$ cat config.mk
export PLATFORM = sky130hd
export DESIGN_NAME = alu_arbiter_flat
export DESIGN_NICKNAME = d
export VERILOG_FILES = /design/src/rtl/alu_arbiter_if.sv /design/src/rtl/alu_arbiter.sv /design/src/flat_wrapper.sv
export SDC_FILE = /design/constraint.sdc
export NUM_CORES = 1
export LEC_CHECK = 0
export BUFFER_PORTS_ARGS = -buffer_cell sky130_fd_sc_hd__buf_2
export CORE_AREA = 3 3 113 115
export DETAILED_ROUTE_END_ITERATION = 10
export DIE_AREA = 0 0 116 118
export GPL_TIMING_DRIVEN = 0
export PLACE_DENSITY = 0.8
export SLEW_MARGIN = 20
export SYNTH_ARGS = -nofsm -noshare
export SYNTH_HDL_FRONTEND = slang
export SYNTH_SLANG_ARGS = --single-unit
export TNS_END_PERCENT = 100
$ cat constraint.sdc
create_clock -name clk -period 3.1 [get_ports clk]
set_input_delay 0.31 -clock clk [delete_from_list [all_inputs] [get_ports clk]]
set_output_delay 0.31 -clock clk [all_outputs]
set_load 0.1 [all_outputs]
$ cat src/rtl/alu_arbiter_if.sv
// rtl/alu_arbiter_if.sv - requester, response and ALU-side signal bundle for alu_arbiter
//
// Groups the two requester channels, the shared response channel and the
// ALU operand/result wires. The arbiter connects through the slave modport;
// the environment (requesters, consumer, ALU) connects through master.
interface alu_arbiter_if #(
    parameter int WIDTH = 32,
    parameter int OPW   = 4
);
    logic             req0_valid;
    logic [WIDTH-1:0] req0_a;
    logic [WIDTH-1:0] req0_b;
    logic [OPW-1:0]   req0_op;
    logic             req0_ready;

    logic             req1_valid;
    logic [WIDTH-1:0] req1_a;
    logic [WIDTH-1:0] req1_b;
    logic [OPW-1:0]   req1_op;
    logic             req1_ready;

    logic             resp_valid;
    logic             resp_ready;
    logic             resp_id;
    logic [WIDTH-1:0] resp_data;
    logic             resp_zero;

    logic [WIDTH-1:0] alu_a;
    logic [WIDTH-1:0] alu_b;
    logic [OPW-1:0]   alu_op;
    logic [WIDTH-1:0] alu_out;
    logic             alu_zero;

    modport slave (
        input  req0_valid, req0_a, req0_b, req0_op,
        output req0_ready,
        input  req1_valid, req1_a, req1_b, req1_op,
        output req1_ready,
        output resp_valid, resp_id, resp_data, resp_zero,
        input  resp_ready,
        output alu_a, alu_b, alu_op,
        input  alu_out, alu_zero
    );

    modport master (
        output req0_valid, req0_a, req0_b, req0_op,
        input  req0_ready,
        output req1_valid, req1_a, req1_b, req1_op,
        input  req1_ready,
        input  resp_valid, resp_id, resp_data, resp_zero,
        output resp_ready,
        input  alu_a, alu_b, alu_op,
        output alu_out, alu_zero
    );
endinterface

$ cat src/rtl/alu_arbiter.sv
// rtl/alu_arbiter.sv - round-robin sharing of one combinational ALU between two requesters
//
// Ports:
//   clk       rising-edge clock
//   rst       synchronous active-high reset
//   bus       alu_arbiter_if.slave: req0/req1 valid/ready channels with a/b/op,
//             shared resp_valid/resp_ready channel with resp_id/resp_data/resp_zero,
//             registered alu_a/alu_b/alu_op out to the ALU, alu_out/alu_zero back
//   busy      high whenever an operation is in flight (not IDLE)
//   ops_done  count of completed response handshakes, wraps at 2^CNTW
//
// One operation at a time: IDLE (grant + latch operands) -> EXEC (ALU sees
// registered operands, result captured) -> RESP (held until resp_ready).
module alu_arbiter #(
    parameter int WIDTH = 32,
    parameter int OPW   = 4,
    parameter int CNTW  = 16
) (
    input  logic            clk,
    input  logic            rst,
    alu_arbiter_if.slave    bus,
    output logic            busy,
    output logic [CNTW-1:0] ops_done
);
    typedef enum logic [1:0] {
        IDLE = 2'd0,
        EXEC = 2'd1,
        RESP = 2'd2
    } state_t;

    state_t           state_q;
    logic             last_grant_q;
    logic [WIDTH-1:0] alu_a_q;
    logic [WIDTH-1:0] alu_b_q;
    logic [OPW-1:0]   alu_op_q;
    logic [WIDTH-1:0] resp_data_q;
    logic             resp_zero_q;
    logic             resp_id_q;
    logic [CNTW-1:0]  ops_done_q;
    logic [CNTW-1:0]  ops_done_d;

    logic             any_req;
    logic             gnt_idx;
    logic             gnt_fire;

    // On a tie the requester that did not win last time is chosen; with a
    // single request the requester index is simply req1_valid.
    assign any_req  = bus.req0_valid | bus.req1_valid;
    assign gnt_idx  = (bus.req0_valid & bus.req1_valid) ? ~last_grant_q : bus.req1_valid;
    assign gnt_fire = (state_q == IDLE) & any_req;

    assign bus.req0_ready = gnt_fire & ~gnt_idx;
    assign bus.req1_ready = gnt_fire &  gnt_idx;

    assign ops_done_d = ops_done_q + CNTW'(1);

    always_ff @(posedge clk) begin
        if (rst) begin
            state_q      <= IDLE;
            last_grant_q <= 1'b1;
            alu_a_q      <= '0;
            alu_b_q      <= '0;
            alu_op_q     <= '0;
            resp_data_q  <= '0;
            resp_zero_q  <= 1'b0;
            resp_id_q    <= 1'b0;
            ops_done_q   <= '0;
        end else begin
            case (state_q)
                IDLE: begin
                    if (any_req) begin
                        alu_a_q      <= gnt_idx ? bus.req1_a  : bus.req0_a;
                        alu_b_q      <= gnt_idx ? bus.req1_b  : bus.req0_b;
                        alu_op_q     <= gnt_idx ? bus.req1_op : bus.req0_op;
                        resp_id_q    <= gnt_idx;
                        last_grant_q <= gnt_idx;
                        state_q      <= EXEC;
                    end
                end
                EXEC: begin
                    resp_data_q <= bus.alu_out;
                    resp_zero_q <= bus.alu_zero;
                    state_q     <= RESP;
                end
                RESP: begin
                    if (bus.resp_ready) begin
                        ops_done_q <= ops_done_d;
                        state_q    <= IDLE;
                    end
                end
                default: state_q <= IDLE;
            endcase
        end
    end

    assign bus.alu_a      = alu_a_q;
    assign bus.alu_b      = alu_b_q;
    assign bus.alu_op     = alu_op_q;
    assign bus.resp_valid = (state_q == RESP);
    assign bus.resp_data  = resp_data_q;
    assign bus.resp_zero  = resp_zero_q;
    assign bus.resp_id    = resp_id_q;
    assign busy           = (state_q != IDLE);
    assign ops_done       = ops_done_q;
endmodule
$ cat src/flat_wrapper.sv
// flat-port wrapper written by rule: the top's interface ports become plain ports
module alu_arbiter_flat 
#(
    parameter int WIDTH = 32,
    parameter int OPW   = 4,
    parameter int CNTW  = 16
)
  (clk, rst, busy, ops_done, bus_req0_valid, bus_req0_a, bus_req0_b, bus_req0_op, bus_req0_ready, bus_req1_valid, bus_req1_a, bus_req1_b, bus_req1_op, bus_req1_ready, bus_resp_valid, bus_resp_id, bus_resp_data, bus_resp_zero, bus_resp_ready, bus_alu_a, bus_alu_b, bus_alu_op, bus_alu_out, bus_alu_zero);
  alu_arbiter_if #(.WIDTH(WIDTH), .OPW(OPW)) bus_i ();
  input  logic clk;
  input  logic rst;
  output logic busy;
  output logic [CNTW-1:0] ops_done;
  input wire logic [$bits(bus_i.req0_valid)-1:0] bus_req0_valid;
  input wire logic [$bits(bus_i.req0_a)-1:0] bus_req0_a;
  input wire logic [$bits(bus_i.req0_b)-1:0] bus_req0_b;
  input wire logic [$bits(bus_i.req0_op)-1:0] bus_req0_op;
  output wire logic [$bits(bus_i.req0_ready)-1:0] bus_req0_ready;
  input wire logic [$bits(bus_i.req1_valid)-1:0] bus_req1_valid;
  input wire logic [$bits(bus_i.req1_a)-1:0] bus_req1_a;
  input wire logic [$bits(bus_i.req1_b)-1:0] bus_req1_b;
  input wire logic [$bits(bus_i.req1_op)-1:0] bus_req1_op;
  output wire logic [$bits(bus_i.req1_ready)-1:0] bus_req1_ready;
  output wire logic [$bits(bus_i.resp_valid)-1:0] bus_resp_valid;
  output wire logic [$bits(bus_i.resp_id)-1:0] bus_resp_id;
  output wire logic [$bits(bus_i.resp_data)-1:0] bus_resp_data;
  output wire logic [$bits(bus_i.resp_zero)-1:0] bus_resp_zero;
  input wire logic [$bits(bus_i.resp_ready)-1:0] bus_resp_ready;
  output wire logic [$bits(bus_i.alu_a)-1:0] bus_alu_a;
  output wire logic [$bits(bus_i.alu_b)-1:0] bus_alu_b;
  output wire logic [$bits(bus_i.alu_op)-1:0] bus_alu_op;
  input wire logic [$bits(bus_i.alu_out)-1:0] bus_alu_out;
  input wire logic [$bits(bus_i.alu_zero)-1:0] bus_alu_zero;
  assign bus_i.req0_valid = bus_req0_valid;
  assign bus_i.req0_a = bus_req0_a;
  assign bus_i.req0_b = bus_req0_b;
  assign bus_i.req0_op = bus_req0_op;
  assign bus_req0_ready = bus_i.req0_ready;
  assign bus_i.req1_valid = bus_req1_valid;
  assign bus_i.req1_a = bus_req1_a;
  assign bus_i.req1_b = bus_req1_b;
  assign bus_i.req1_op = bus_req1_op;
  assign bus_req1_ready = bus_i.req1_ready;
  assign bus_resp_valid = bus_i.resp_valid;
  assign bus_resp_id = bus_i.resp_id;
  assign bus_resp_data = bus_i.resp_data;
  assign bus_resp_zero = bus_i.resp_zero;
  assign bus_i.resp_ready = bus_resp_ready;
  assign bus_alu_a = bus_i.alu_a;
  assign bus_alu_b = bus_i.alu_b;
  assign bus_alu_op = bus_i.alu_op;
  assign bus_i.alu_out = bus_alu_out;
  assign bus_i.alu_zero = bus_alu_zero;
  alu_arbiter #(.WIDTH(WIDTH), .OPW(OPW), .CNTW(CNTW)) u_core (.clk(clk), .rst(rst), .bus(bus_i), .busy(busy), .ops_done(ops_done));
endmodule
# Word-level counts from Yosys, hierarchy flattened
# Cells that the tools add are included.
[op_classes]
n_addsub = 1
eq_ne = 4
muxes = 7
bitwise = 7
n_reduce_logical = 5
[ops]
columns = ["operator", "count"]
rows = [
  ["$mux W32", 2],
  ["$add A16 B1 Y16 const B", 1],
  ["$pmux W2 S3", 1],
  ["$reduce_and A2 Y1", 3],
  ["$and A1 B1 Y1", 4],
  ["$mux W2", 2],
  ["$mux W4", 1],
  ["$ne A2 B1 Y1 const B", 2],
  ["$eq A2 B1 Y1 const B", 1],
  ["$eq A2 B2 Y1 const B", 1],
  ["$logic_not A2 Y1", 1],
  ["$not A1 Y1", 2],
  ["$reduce_bool A2 Y1", 1],
  ["$mux W1", 1],
  ["$or A1 B1 Y1", 1],
]
[word_totals]
regBits = 121
input_bits = 174
out_inout_bits = 122
wordCells = 33

# Depth between registers and ports, before layout
[depth]
ltp_word = 4
mapped_depth = 7
depth_no_buf = 5

# Least setup slack after synthesis
# No wires, ideal clock.
[synth_path]
kind = "register to register"
startpoint = "register u_core.state_q[1]"
endpoint = "register u_core.ops_done_q[0] (netlist: u_core.ops_done[0])"
setup_ns = 0.067
arrival_time_ns = 2.463
required_ns = 3.033
path_slack_ns = 0.570
stages_incl_launch_ff = 5
n_path_buf = 0
period_less_slack_ns = 2.530
cell_sequence = "dfxtp_1 > nor2b_1 > nand2_1 > xor2_1 > nor2_1"
[synth_between]
elab_chain_len = 2
[synth_lines]
columns = ["element", "line_no", "source"]
rows = [
  ["start, declared", "alu_arbiter.sv:31", "state_t state_q;"],
  ["start signal, assigned", "alu_arbiter.sv:59", "state_q <= IDLE;"],
  ["start signal, assigned", "alu_arbiter.sv:77", "state_q <= EXEC;"],
  ["start signal, assigned", "alu_arbiter.sv:83", "state_q <= RESP;"],
  ["$eq A2 B2 Y1", "n/a", ""],
  ["via bus_resp_valid", "flat_wrapper.sv:24", "output wire logic [$bits(bus_i.resp_valid)-1:0] bus_resp_valid;"],
  ["$reduce_and A2 Y1 (no source line)", "n/a", ""],
  ["end signal, assigned", "alu_arbiter.sv:87", "ops_done_q <= ops_done_d;"],
  ["end, declared", "alu_arbiter.sv:39", "logic [CNTW-1:0] ops_done_q;"],
]
# The timed path passes the listed nets, and every way through them passes these cells.
# A chain may end at the register's enable or synchronous reset.

# Worst setup path in the final report
[layout_path]
startpoint = "register u_core.state_q[1]"
endpoint = "output port bus_req1_ready"
[layout_between]
elab_chain_len = 3
[layout_lines]
columns = ["element", "line_no", "source"]
rows = [
  ["$logic_not A2 Y1", "alu_arbiter.sv:50", "assign gnt_fire = (state_q == IDLE) & any_req;"],
  ["$and A1 B1 Y1", "alu_arbiter.sv:50", ""],
  ["$and A1 B1 Y1", "alu_arbiter.sv:53", "assign bus.req1_ready = gnt_fire & gnt_idx;"],
  ["end, declared", "flat_wrapper.sv:23", "output wire logic [$bits(bus_i.req1_ready)-1:0] bus_req1_ready;"],
]
# No other way between the ends.

==> reports/qor.yml <==
track_usage_pct: 22.8
p_sw_uw: 1940
hold_start: "bus_alu_out[22]"
vias: 5053
syn_to_final_growth_pct: 50.6
hold_path.class: "input pin to flop"
synth_fp_nets: 656
synth_ff_type: "dfxtp_1"
synth-edff-count: 0
grt_pass1_wl_um: 24400
dp_hpwl_um: 12400
clk_latency_ns: 0.41
cts.sinks: 121
wl_per_cell_um: 17.1
coreArea_um2: 11900
place_congestion: 0.844
combPwrFrac_pct: 29.4
synth_top_family_by_area: "compound AO/OA/AOI/OAI gates"
num-nets-final: 969
tns_ns: 0
clockBufferDepth: 2
post_synth_xor_area_fraction_pct: 1.98
ys_types: 25
die_area_um2: 13700
powerDensity_nw_per_um2: 778
startpoint_type: "flop"
route.detailed.drc: 0
htreeDepth: 4
grt-ovfl-total: 0
maxCapViolations: 0
start_util_pct: 37.1
synth_seq_cells: 121
slew_viol_final: 0
rsz0062_at_grt: "false"
period_needed_ns: 2.90
status: "complete, no violations"
clock-root-buffer: "clkbuf_16"
muxShareOfSynthArea_pct: 0
worst_ep_arrival_time_ns: 2.59
dr.pass1.iters: 6
grt_pass1_vias: 4844
worst_pin_slew_ns: 0.639
slew_headroom_pct: 57.1
cts_tree: "done"
fmax_ghz: 0.345
antenna_cells: 0
antenna_found_initial: 2
power_switching_share_pct: 37.5
clkPwrFrac_pct: 37.0
cts.repair.resized: 0
avgViaCountPerCell: 5.31
rr_startpoint: "u_core.state_q[1]$_SDFFE_PP0P_"
power.share.sequential_pct: 33.7
synth.avg_cell_area_um2: 9.18
portBuffers: 294
peakVddDrop_mv: 0.484
routed_wl_um: 16300
cts_buffers: 17
end_kind: "output port"
hold_viol: 0
drtAntennaViolNets: 0
die_width_um: 116
finalSetupViolCount: 0
cts_hold_buf: 0
row_count: 40
cp.required_ns: 2.79
hold_slack_ns: 0.141
synth_simple_gate_area_share_pct: 17.9
r2r_slack_ns: 1.05
post_cts_buffers: 0
fin_crit_sh_pct: 93.6
pin_count: 296
synth_compound_area_share_pct: 20.9
critical_path_class: "flop to output port"
dr.first_iter.drc_count: 656
p_int_uw: 3230
path_clk_slew_ns: 0.05
leakage_uw: 0.00319
yosysSeqAreaShare_pct: 54.9
r2r-end: "u_core.bus.alu_a[20]$_SDFFE_PP0P_"
crit_fanout: 10
worst-r2r-cell-count: 6
layout-drive-gt1-share_pct: 40.7
netlist_area_um2: 4410
min_to: "u_core.bus.resp_data[22]$_SDFFE_PP0N_"
synth-adder-area-share_pct: 0.283
syn_inst: 481
synthArstFlopShare_pct: 0
die_height_um: 118
skew_ns: 0.00771
grt_max_degree: 17
yosys_warnings: 0
holdPathStages: 3
[per-layer routing]
metal  share of wire, %  track usage, %
met5              0.043               0
met4                1.8            8.12
met3                 10            8.38
met2                 50            39.8
met1                 38            25.0
[layout by cell type, fill, tap and decap left out]
cell type | synthesis | final
xor2_1 | 6 | 6
and2b_1 | 1 | 1
clkinvlp_4 | 0 | 2
a211o_1 | 1 | 1
nor2_1 | 81 | 81
nand3_1 | 6 | 6
clkinv_2 | 0 | 4
nand4b_4 | 1 | 1
inv_1 | 3 | 3
nand4_1 | 1 | 1
buf_2 | 2 | 296
or4_4 | 2 | 2
a222oi_1 | 68 | 68
nand2b_1 | 3 | 3
dfxtp_1 | 121 | 121
clkbuf_16 | 0 | 17
bufinv_16 | 0 | 2
xnor2_1 | 4 | 4
o21ai_0 | 5 | 5
clkbuf_8 | 0 | 4
clkbuf_1 | 42 | 43
a21oi_1 | 41 | 41
and3_1 | 4 | 4
or3_1 | 6 | 6
nor2b_1 | 1 | 1
nand2_1 | 76 | 76
nor4_1 | 1 | 1
ha_1 | 1 | 1
o21ai_1 | 1 | 1
nor3_1 | 3 | 3
[registers in the layout, indices dropped and copies added (netlist names)]
register and cells:
u_core.bus.alu_a 32, u_core.bus.alu_b 32, u_core.bus.alu_op 4, u_core.bus.resp_data 32, u_core.bus.resp_id 1, u_core.bus.resp_zero 1
u_core.last_grant_q 1, u_core.ops_done 16, u_core.state_q 2
[worst max path at each step]
stage | startpoint | endpoint | slack, ns
floorplan | u_core.state_q[1]$_SDFFE_PP0P_ | u_core.ops_done[0]$_SDFFE_PP0P_ | 0.57
global placement | u_core.state_q[1]$_SDFFE_PP0P_ | bus_req1_ready | 0.59
detailed placement | u_core.state_q[1]$_SDFFE_PP0P_ | bus_req1_ready | 0.59
CTS | u_core.state_q[1]$_SDFFE_PP0P_ | bus_req1_ready | 0.15
global route | u_core.state_q[1]$_SDFFE_PP0P_ | bus_req1_ready | 0.04
finish | u_core.state_q[1]$_SDFFE_PP0P_ | bus_req1_ready | 0.20
[worst max-delay path, cell delays in order, from the launching register on]
cell and delay, ns:
dfxtp_1 0.35, nor2_1 0.29, and3_1 0.20, clkbuf_1 0.35, clkbuf_1 0.45, buf_2 0.53
[kinds of logic after synthesis]
family,Yosys count
compound gates,116
xor+xnor,10
fa+ha+maj,1
buf+inv,47
flops,121
simple gates,186
[power by group through the flow]
stage	clock, uW	combinational [uW]	sequential, uW
2_1_floorplan	0	350	2600
3_3_place_gp	0	1510	1770
3_5_place_dp	0	1520	1770
4_1_cts	1950	1520	1740
5_1_grt	2020	1590	1750
6_report	1910	1520	1740
[synthesized netlist by cell type (all sizes together), types with 4 or more instances]
cell | n | area, um2
a21oi | 41 | 205
a222oi | 68 | 681
and3 | 4 | 25.0
clkbuf | 42 | 158
dfxtp | 121 | 2420
nand2 | 76 | 285
nand3 | 6 | 30.0
nor2 | 81 | 304
o21ai | 6 | 30.0
or3 | 6 | 37.5
xnor2 | 4 | 35.0
xor2 | 6 | 52.6
[cell type report]
cell class	count	area, um2
timing repair buffer	294	1470
buffer	44	168
multi-input combinational	313	1810
clock inverter	8	95.1
tap	147	184
clock buffer	22	484
inverter	3	11.3
fill	1110	5260
sequential	121	2420
[through the flow]
stage	power (uW)	area, um2	instances	setup slack (ns)	utilization (%)
global placement	3280	6070	922	0.592	51.0
detailed placement	3290	6070	922	0.593	51.0
global route	5370	6650	952	0.0446	55.8
floorplan	2950	4410	481	0.570	-
finish	5170	6650	952	0.198	55.8
CTS	5210	6650	952	0.152	55.8
Note: power is estimated with default switching activity, not from simulation.
